--- config.mk ---
export PLATFORM = sky130hd
export DESIGN_NAME = mips_fetch_decode
export DESIGN_NICKNAME = d
export VERILOG_FILES = /design/src/rtl/mips_fetch_decode.sv
export SDC_FILE = /design/constraint.sdc
export NUM_CORES = 1
export LEC_CHECK = 0
export CORE_ASPECT_RATIO = 2
export CORE_MARGIN = 3
export CORE_UTILIZATION = 30
export DETAILED_ROUTE_END_ITERATION = 6
export GPL_TIMING_DRIVEN = 0
export MAX_ROUTING_LAYER = met4
export PLACE_DENSITY_LB_ADDON = 0.15
export SLEW_MARGIN = 20
export SYNTH_ARGS = -nofsm -noshare
export SYNTH_HDL_FRONTEND = slang
export SYNTH_SLANG_ARGS = --single-unit
--- constraint.sdc ---
create_clock -name clock -period 6.7 [get_ports clock]
set_input_delay 1.34 -clock clock [delete_from_list [all_inputs] [get_ports clock]]
set_output_delay 1.34 -clock clock [all_outputs]
set_load 0.05 [all_outputs]
--- src/rtl/mips_fetch_decode.sv ---
// +----------------------------------------------------------------------------+
// | mips_fetch_decode: PC, req/ack instruction fetch and decode feeding the     |
// | single-cycle mips32 datapath. Optional macro: ILLEGAL_TRAP_EN.              |
// | Revision: 1.0                                                               |
// +----------------------------------------------------------------------------+
`default_nettype none

module mips_fetch_decode #(
  parameter logic [31:0] RESET_PC     = 32'h0000_0000,
  parameter int unsigned IMEM_TIMEOUT = 16
) (
  input  logic        clock,
  input  logic        reset_n,
  output logic [31:0] imem_addr,
  output logic        imem_req,
  input  logic        imem_ack,
  input  logic [31:0] imem_data,
  input  logic        branch_result,
  output logic [4:0]  rsaddr,
  output logic [4:0]  rtaddr,
  output logic [4:0]  rt_rd_chosen,
  output logic [31:0] shiftImm,
  output logic [31:0] S_ZextendImm,
  output logic        shift_select,
  output logic        slt_select,
  output logic        immediate_res,
  output logic [2:0]  alubits,
  output logic        reg_write,
  output logic        memread,
  output logic        memwrite,
  output logic        alu_mem,
  output logic        instr_valid,
  output logic        fetch_err,
  output logic [31:0] pc
`ifdef ILLEGAL_TRAP_EN
  ,output logic       illegal_op
`endif
);

  typedef enum logic [1:0] {
    S_FETCH = 2'd0,
    S_WAIT  = 2'd1,
    S_EXEC  = 2'd2,
    S_HALT  = 2'd3
  } state_t;

  localparam logic [5:0] OP_RTYPE = 6'h00, OP_BLT  = 6'h01, OP_J    = 6'h02;
  localparam logic [5:0] OP_ADDI  = 6'h08, OP_SLTI = 6'h0A, OP_ANDI = 6'h0C;
  localparam logic [5:0] OP_ORI   = 6'h0D, OP_LW   = 6'h23, OP_SW   = 6'h2B;
  localparam logic [5:0] FN_SLL = 6'h00, FN_SRL = 6'h02, FN_ADD = 6'h20, FN_SUB = 6'h22;
  localparam logic [5:0] FN_AND = 6'h24, FN_OR  = 6'h25, FN_SLT = 6'h2A;
  localparam logic [2:0] ALU_AND = 3'b000, ALU_OR  = 3'b001, ALU_ADD = 3'b010;
  localparam logic [2:0] ALU_SUB = 3'b110, ALU_SLL = 3'b011, ALU_SRL = 3'b100;

  state_t      state_q, state_d;
  logic [31:0] pc_q, pc_d;
  logic [31:0] ir_q, ir_d;
  logic        ir_valid_q, ir_valid_d;
  logic        run_q, run_d;
  logic [31:0] wait_cnt_q, wait_cnt_d;
  logic        fetch_err_q, fetch_err_d;
`ifdef ILLEGAL_TRAP_EN
  logic        illegal_q, illegal_d;
  logic        op_legal;
`endif

  logic [5:0]  opcode, funct;
  logic [2:0]  dec_alu;
  logic        dec_shift, dec_slt, dec_imm, dec_rw, dec_mr, dec_mw, dec_am, dec_sext;
  logic        in_exec;
  logic [31:0] pc_plus4, br_off, pc_exec_next;

  assign opcode  = ir_q[31:26];
  assign funct   = ir_q[5:0];
  assign in_exec = (state_q == S_EXEC);

  always_comb begin
    dec_alu   = ALU_AND;
    dec_shift = 1'b0;
    dec_slt   = 1'b0;
    dec_imm   = 1'b0;
    dec_rw    = 1'b0;
    dec_mr    = 1'b0;
    dec_mw    = 1'b0;
    dec_am    = 1'b0;
    dec_sext  = 1'b0;
    case (opcode)
      OP_RTYPE: begin
        dec_rw = 1'b1;
        case (funct)
          FN_ADD: dec_alu = ALU_ADD;
          FN_SUB: dec_alu = ALU_SUB;
          FN_AND: dec_alu = ALU_AND;
          FN_OR:  dec_alu = ALU_OR;
          FN_SLT: begin dec_alu = ALU_SUB; dec_slt   = 1'b1; end
          FN_SLL: begin dec_alu = ALU_SLL; dec_shift = 1'b1; end
          FN_SRL: begin dec_alu = ALU_SRL; dec_shift = 1'b1; end
          default: dec_rw = 1'b0;
        endcase
      end
      OP_ADDI: begin dec_alu = ALU_ADD; dec_imm = 1'b1; dec_rw = 1'b1; dec_sext = 1'b1; end
      OP_SLTI: begin
        dec_alu = ALU_SUB; dec_slt = 1'b1; dec_imm = 1'b1; dec_rw = 1'b1; dec_sext = 1'b1;
      end
      OP_ANDI: begin dec_alu = ALU_AND; dec_imm = 1'b1; dec_rw = 1'b1; end
      OP_ORI:  begin dec_alu = ALU_OR;  dec_imm = 1'b1; dec_rw = 1'b1; end
      OP_LW: begin
        dec_alu = ALU_ADD; dec_imm = 1'b1; dec_mr = 1'b1; dec_am = 1'b1;
        dec_rw  = 1'b1;    dec_sext = 1'b1;
      end
      OP_SW:  begin dec_alu = ALU_ADD; dec_imm = 1'b1; dec_mw = 1'b1; dec_sext = 1'b1; end
      OP_BLT: dec_alu = ALU_SUB;
      OP_J:   ;
      default: ;
    endcase
  end

`ifdef ILLEGAL_TRAP_EN
  // Every recognised encoding writes something or is a control transfer.
  assign op_legal = dec_rw | dec_mw | (opcode == OP_BLT) | (opcode == OP_J);
`endif

  assign pc_plus4 = pc_q + 32'd4;
  assign br_off   = {{14{ir_q[15]}}, ir_q[15:0], 2'b00};

  always_comb begin
    pc_exec_next = pc_plus4;
    if (opcode == OP_J)
      pc_exec_next = {pc_plus4[31:28], ir_q[25:0], 2'b00};
    else if ((opcode == OP_BLT) && branch_result)
      pc_exec_next = pc_plus4 + br_off;
  end

  always_comb begin
    state_d     = state_q;
    pc_d        = pc_q;
    ir_d        = ir_q;
    ir_valid_d  = ir_valid_q;
    run_d       = 1'b1;
    wait_cnt_d  = wait_cnt_q;
    fetch_err_d = fetch_err_q;
`ifdef ILLEGAL_TRAP_EN
    illegal_d   = illegal_q;
`endif
    case (state_q)
      S_FETCH: begin
        // The first cycle after reset release only arms the request.
        if (run_q) begin
          state_d    = S_WAIT;
          wait_cnt_d = '0;
        end
      end
      S_WAIT: begin
        if (imem_ack) begin
          ir_d       = imem_data;
          ir_valid_d = 1'b1;
          state_d    = S_EXEC;
        end else if (IMEM_TIMEOUT != 0) begin
          if (wait_cnt_q == IMEM_TIMEOUT - 32'd1) begin
            fetch_err_d = 1'b1;
            state_d     = S_HALT;
          end else begin
            wait_cnt_d = wait_cnt_q + 32'd1;
          end
        end
      end
      S_EXEC: begin
        state_d = S_FETCH;
`ifdef ILLEGAL_TRAP_EN
        if (!op_legal) begin
          illegal_d = 1'b1;
          state_d   = S_HALT;
        end else begin
          pc_d = pc_exec_next;
        end
`else
        pc_d = pc_exec_next;
`endif
      end
      S_HALT: ;
      default: state_d = S_FETCH;
    endcase
  end

  always_ff @(posedge clock) begin
    if (!reset_n) begin
      state_q     <= S_FETCH;
      pc_q        <= RESET_PC;
      ir_q        <= '0;
      ir_valid_q  <= 1'b0;
      run_q       <= 1'b0;
      wait_cnt_q  <= '0;
      fetch_err_q <= 1'b0;
`ifdef ILLEGAL_TRAP_EN
      illegal_q   <= 1'b0;
`endif
    end else begin
      state_q     <= state_d;
      pc_q        <= pc_d;
      ir_q        <= ir_d;
      ir_valid_q  <= ir_valid_d;
      run_q       <= run_d;
      wait_cnt_q  <= wait_cnt_d;
      fetch_err_q <= fetch_err_d;
`ifdef ILLEGAL_TRAP_EN
      illegal_q   <= illegal_d;
`endif
    end
  end

  assign imem_addr    = pc_q;
  assign pc           = pc_q;
  assign imem_req     = run_q & ((state_q == S_FETCH) | (state_q == S_WAIT));
  assign instr_valid  = in_exec;
  assign fetch_err    = fetch_err_q;
`ifdef ILLEGAL_TRAP_EN
  assign illegal_op   = illegal_q;
`endif

  assign rsaddr       = ir_q[25:21];
  assign rtaddr       = ir_q[20:16];
  assign rt_rd_chosen = (opcode == OP_RTYPE) ? ir_q[15:11] : ir_q[20:16];
  assign shiftImm     = {27'd0, ir_q[10:6]};
  assign S_ZextendImm = dec_sext ? {{16{ir_q[15]}}, ir_q[15:0]} : {16'd0, ir_q[15:0]};

  // Selects follow the last captured word; the cleared IR after reset must not decode as sll.
  assign shift_select  = dec_shift & ir_valid_q;
  assign slt_select    = dec_slt & ir_valid_q;
  assign immediate_res = dec_imm & ir_valid_q;
  assign alubits       = ir_valid_q ? dec_alu : 3'b000;
  assign alu_mem       = dec_am & ir_valid_q;
  assign reg_write     = dec_rw & in_exec;
  assign memread       = dec_mr & in_exec;
  assign memwrite      = dec_mw & in_exec;

endmodule

`default_nettype wire
# Word level (Yosys, flattened, before mapping)
# Index checks and enable logic that the tools add are counted.
# Widths: inputs -> output; s select.
# totals
output_inout_bits,156
regBits,101
input_bits,36
# op_classes
mux,26
n_eq_ne,21
bitwise,10
n_reduce_logical,18
n_addsub,3
# op_table
operator,count
$mux 32,6
$pmux 32 s2,1
$eq 6x6->1 const B,7
$add 32x1->32 const B,1
$add 32x3->32 const B,1
$add 32x32->32,1
$eq 32x4->1 const B,1
$eq 6x4->1 const B,4
$pmux 3 s5,1
$eq 6x2->1 const B,2
$logic_not 6->1,2
$pmux 3 s4,1
$mux 1,9
$and 1x1->1,8
$reduce_or 7->1,1
$eq 6x1->1 const B,1
$mux 2,3
$ne 2x2->1 const B,3
$pmux 2 s3,1
$reduce_and 3->1,2
$reduce_or 2->1,3
$reduce_or 6->1,1
$mux 5,1
$reduce_or 5->1,1
other kinds (15),16

# Depth between registers and ports, before layout
# logic_depth
word_depth,5
depth_mapped,16
depth_no_buf,13

# Worst setup path after synthesis
# OpenSTA, ideal clock, no wires.
# synth_path
path_type,register to output
start,reg ir_q[28]
end,out shift_select
path_stages_with_launch,5
path_slack_ns,2.442
t_arrival_ns,2.918
required_ns,5.360
path_buffers,0
cell_sequence,dfxtp_1 -> nor3_2 -> nand3_1 -> nor4_1 -> nor4b_1
# synth_via
elab_chain_cells,3
# synth_rtl
element,line_no,text
"start, declared",57,"logic [31:0] ir_q, ir_d;"
"start signal, assigned",200,ir_q <= ir_d;
$logic_not 6->1,87,case (opcode)
$mux 1,87,
$and 1x1->1,227,assign shift_select = dec_shift & ir_valid_q;
"end, declared",24,"output logic shift_select,"
# Every way passes these cells.

# Worst setup path after layout
# layout_path
start,reg ir_q[28]
end,out reg_write
# layout_via
elab_chain_cells,4
# layout_rtl
element,line_no,text
$eq 6x6->1 / $eq 6x4->1 (equally long branches),87,
$reduce_or 5->1 (no line),-,
$pmux 1 s2 (*),87,
$and 1x1->1 (*),232,assign reg_write = dec_rw & in_exec;
"end, declared",28,"output logic reg_write,"
# Every way passes the cells marked *; elsewhere a longest branch is shown, timed or not.

==> results.sh <==
export IMPL_status="completed"
export IMPL_synthToLayoutAreaGrowth_pct=30.3
export IMPL_yosys_area_share_adder_pct=6.16
export IMPL_antenna_found_initial=0
export IMPL_relSlewSlack_pct=43.6
export IMPL_tns_ns=0
export IMPL_setup_violations=0
export IMPL_dieArea_mm2=0.0289
export IMPL_critPathKind="flop to output pin"
export IMPL_drv_cap=0
export IMPL_crit_arrival_ns=3.52
export IMPL_yosys_warnings=0
export IMPL_cts_resized=0
export IMPL_grt_pass1_vias=8079
export IMPL_startpoint_type="flop"
export IMPL_pwr_share_comb_pct=21.9
export IMPL_cts_tree="built"
export IMPL_synthMuxAreaShare_pct=1.45
export IMPL_hpwl_um=24500
export IMPL_critPathMaxStageDelay_ns=0.82
export IMPL_synth_top_family_by_area="simple AND/OR/NAND/NOR gates"
export IMPL_cp_common_cell="nand3_1"
export IMPL_required_ns=5.36
export IMPL_numCtsBuffers=9
export IMPL_mostFrequentLayoutCell="clkdlybuf4s50_1"
export IMPL_rows=84
export IMPL_holdWs_ns=0.509
export IMPL_gp_congestion=0.877
export IMPL_final_hold_viol_count=0
export IMPL_clk_latency_ns=0.38
export IMPL_io_pins=192
export IMPL_cts_clk_slew_worst_paths_ns=0.08
export IMPL_p_switching_w=0.000499
export IMPL_powerDensity_mw_per_mm2=145
export IMPL_grt_ovfl_total=0
export IMPL_synth_compound_area_share_pct=20.5
export IMPL_synth_distinct_cells=80
export IMPL_max_freq_mhz=206
export IMPL_hp_class="flop to flop"
export IMPL_final_period_utilization_pct=72.6
export IMPL_seq_area_frac_synth_pct=24.6
export IMPL_drt_iter0_markers=479
export IMPL_path_cells="nor3_2 -> nand3_1 -> nor4_1 -> nand3_1 -> o21ai_0 -> a21oi_1 -> nor2_1 -> clkdlybuf4s50_1"
export IMPL_synth_simple_area_share_pct=25.6
export IMPL_ant_nets=0
export IMPL_postSynthAreaPerCell_um2=7.57
export IMPL_avgRoutedWirePerCell_um=19.1
export IMPL_clock_path_buffers=2
export IMPL_root_buffer="clkbuf_16"
export IMPL_syn_instance_count=1063
export IMPL_antennaDiodeCount=0
export IMPL_grt_max_degree=26
export IMPL_power_leakage_nw=4.14
export IMPL_postCtsSetupBuffers=0
export IMPL_routed_via_density=5.13
export IMPL_slew_viol_final=0
export IMPL_cts_htree_levels=3
export IMPL_path_depth=8
export IMPL_crit_slowest_cell="clkdlybuf4s50_1"
export IMPL_path_delay_family="simple AND/OR/NAND/NOR gates"
export IMPL_synth_ff_type="dfxtp_1"
export IMPL_nets=1339
export IMPL_drtPass1Iterations=6
export IMPL_p_int_w=0.00102
export IMPL_die_y_um=238
export IMPL_clkPwrFrac_pct=36.9
export IMPL_layout_common_cells="160 x clkdlybuf4s50_1, 145 x nand2_1, 110 x buf_4"
export IMPL_ys_ff_latch=99
export IMPL_hold_depth=2
export IMPL_die_w_um=122
export IMPL_grt_first_pass_wirelength_um=45900
export IMPL_rsz0062_at_grt="no"
export IMPL_power_frac_seq_pct=41.2
export IMPL_drive_above_1_share_pct=14.4
export IMPL_routed_wl_um=30700
export IMPL_synth_xor_area_share_pct=7.40
export IMPL_crit_path_end_kind="output pin"
export IMPL_synth_edf_count=0
export IMPL_vias=8264
export IMPL_track_usage_pct=21.5
export IMPL_cts_sinks=99
export IMPL_finalCriticalPeriod_ns=4.86
export IMPL_remaining_drc_errors=0
export IMPL_initial_core_util_pct=30.5
export IMPL_hold_buffers=0
export IMPL_cp_max_fo=7
export IMPL_syn_area_mm2=0.00805
export IMPL_reg2reg_depth=13
export IMPL_fin_skew_ns=0.00816
export IMPL_swShare_pct=32.9
export IMPL_num_fill_cells=2748
export IMPL_port_buffers=160
export IMPL_path_buf_inv=1
export IMPL_worstMarginPinSlew_ns=0.845
export IMPL_core_mm2=0.0264
export IMPL_vdd_drop_max_uv=109
export IMPL_ys_async_sr_fraction_pct=0
==> through the flow <==
stage               cells  cell area (um^2)  total power, W  utilization [%]  setup slack (ns)
finish               1611             10500         0.00152             39.8              1.84
global route         1611             10500         0.00157             39.8              1.59
CTS                  1611             10500         0.00153             39.7              1.81
detailed placement   1597             10200        0.000970             38.6              2.21
global placement     1597             10200        0.000969             38.6              2.02
floorplan            1093              8160        0.000862                -              2.44
==> power groups by stage <==
| stage | Combinational, W | Sequential, W | Clock (W) |
|---|---|---|---|
| final | 0.000333 | 0.000624 | 0.000559 |
| after global routing | 0.000354 | 0.000626 | 0.000589 |
| after CTS | 0.000333 | 0.000624 | 0.000572 |
| after detailed placement | 0.000332 | 0.000638 | 0 |
| after global placement | 0.000331 | 0.000638 | 0 |
| after floorplan | 0.000223 | 0.000639 | 0 |
==> cells in the mapped netlist (all sizes together) (3+ instances only) <==
cell / instances / area share (%)
nor3b: 5 / 0.53
a21o: 10 / 0.93
a221o: 3 / 0.37
o22ai: 7 / 0.54
mux2: 5 / 0.70
a211oi: 8 / 0.75
a221oi: 8 / 0.87
nand3: 35 / 2.2
inv: 24 / 1.1
a211o: 4 / 0.44
ha: 38 / 5.9
a31oi: 11 / 1.2
nor3: 35 / 2.9
nor2: 81 / 3.8
clkbuf: 31 / 1.5
xor2: 23 / 2.5
mux2i: 6 / 0.75
buf: 127 / 12
o211ai: 9 / 0.90
nand2: 145 / 6.8
and3: 15 / 1.2
o21ai: 51 / 3.2
o221ai: 7 / 0.76
nand4: 19 / 1.7
nor4b: 4 / 0.44
o21bai: 5 / 0.47
nor2b: 6 / 0.47
or3: 10 / 0.78
and2: 8 / 0.65
xnor2: 45 / 4.9
nor4: 17 / 1.4
or4: 3 / 0.30
dfxtp: 99 / 25
nand2b: 6 / 0.50
a311oi: 3 / 0.40
a21oi: 106 / 6.8
and4: 11 / 1.3
o31ai: 5 / 0.47
==> worst reg2reg max path, stage by stage (launching register included) <==
cell and delay, ns:
dfxtp_1 0.58, and4_4 0.38, nand4_2 0.25, or2_2 0.40
xnor2_1 0.14, ha_1 0.29, clkbuf_2 0.20, nand2_1 0.09
o21ai_0 0.35, nor2_1 0.14, a31oi_4 0.35, a31oi_4 0.17
o2111a_1 0.26, a311oi_2 0.22
==> metal layers <==
metal / track usage, % / wire length, um
met1: 20.5 / 10500
met2: 41.0 / 17200
met3: 2.36 / 1330
met4: 11.7 / 1670
met5: - / 0
==> flip-flops by register name, indices dropped and copies added, names as in the netlist <==
name,cells
imem_addr,30
ir_q,32
ir_valid_q,1
run_q,1
fetch_err,1
state_q,2
wait_cnt_q,32
==> cells by family (layout without fill, tap and decap cells) <==
group | count (synthesis) | after routing
compound gates | 256 | 256
other cells | 1 | 31
flops | 99 | 99
buf+inv | 182 | 356
simple gates | 407 | 407
xor+xnor | 68 | 68
mux | 11 | 11
fa+ha+maj | 39 | 39
==> final timing paths <==
kind	from	endpoint	slack, ns
worst min-delay path	ir_q[25]	ir_q[25]	0.51
worst min register to register	ir_q[25]	ir_q[25]	0.51
worst max register to register	imem_addr[5]	imem_addr[29]	2.79
worst max-delay path	ir_q[28]	reg_write	1.84
==> area by class of cell <==
cell class                      instances  area (um^2)  area share (%)
Buffer                                158         1060            10.1
Clock buffer                           11          243            2.31
Clock inverter                          3         47.5           0.453
Inverter                               24         90.1           0.859
Multi-Input combinational cell        812         5030            48.0
Sequential cell                        99         1980            18.9
Tap cell                              344          430            4.10
Timing Repair Buffer                  160         1600            15.3
(Power assumes the default switching activity.)
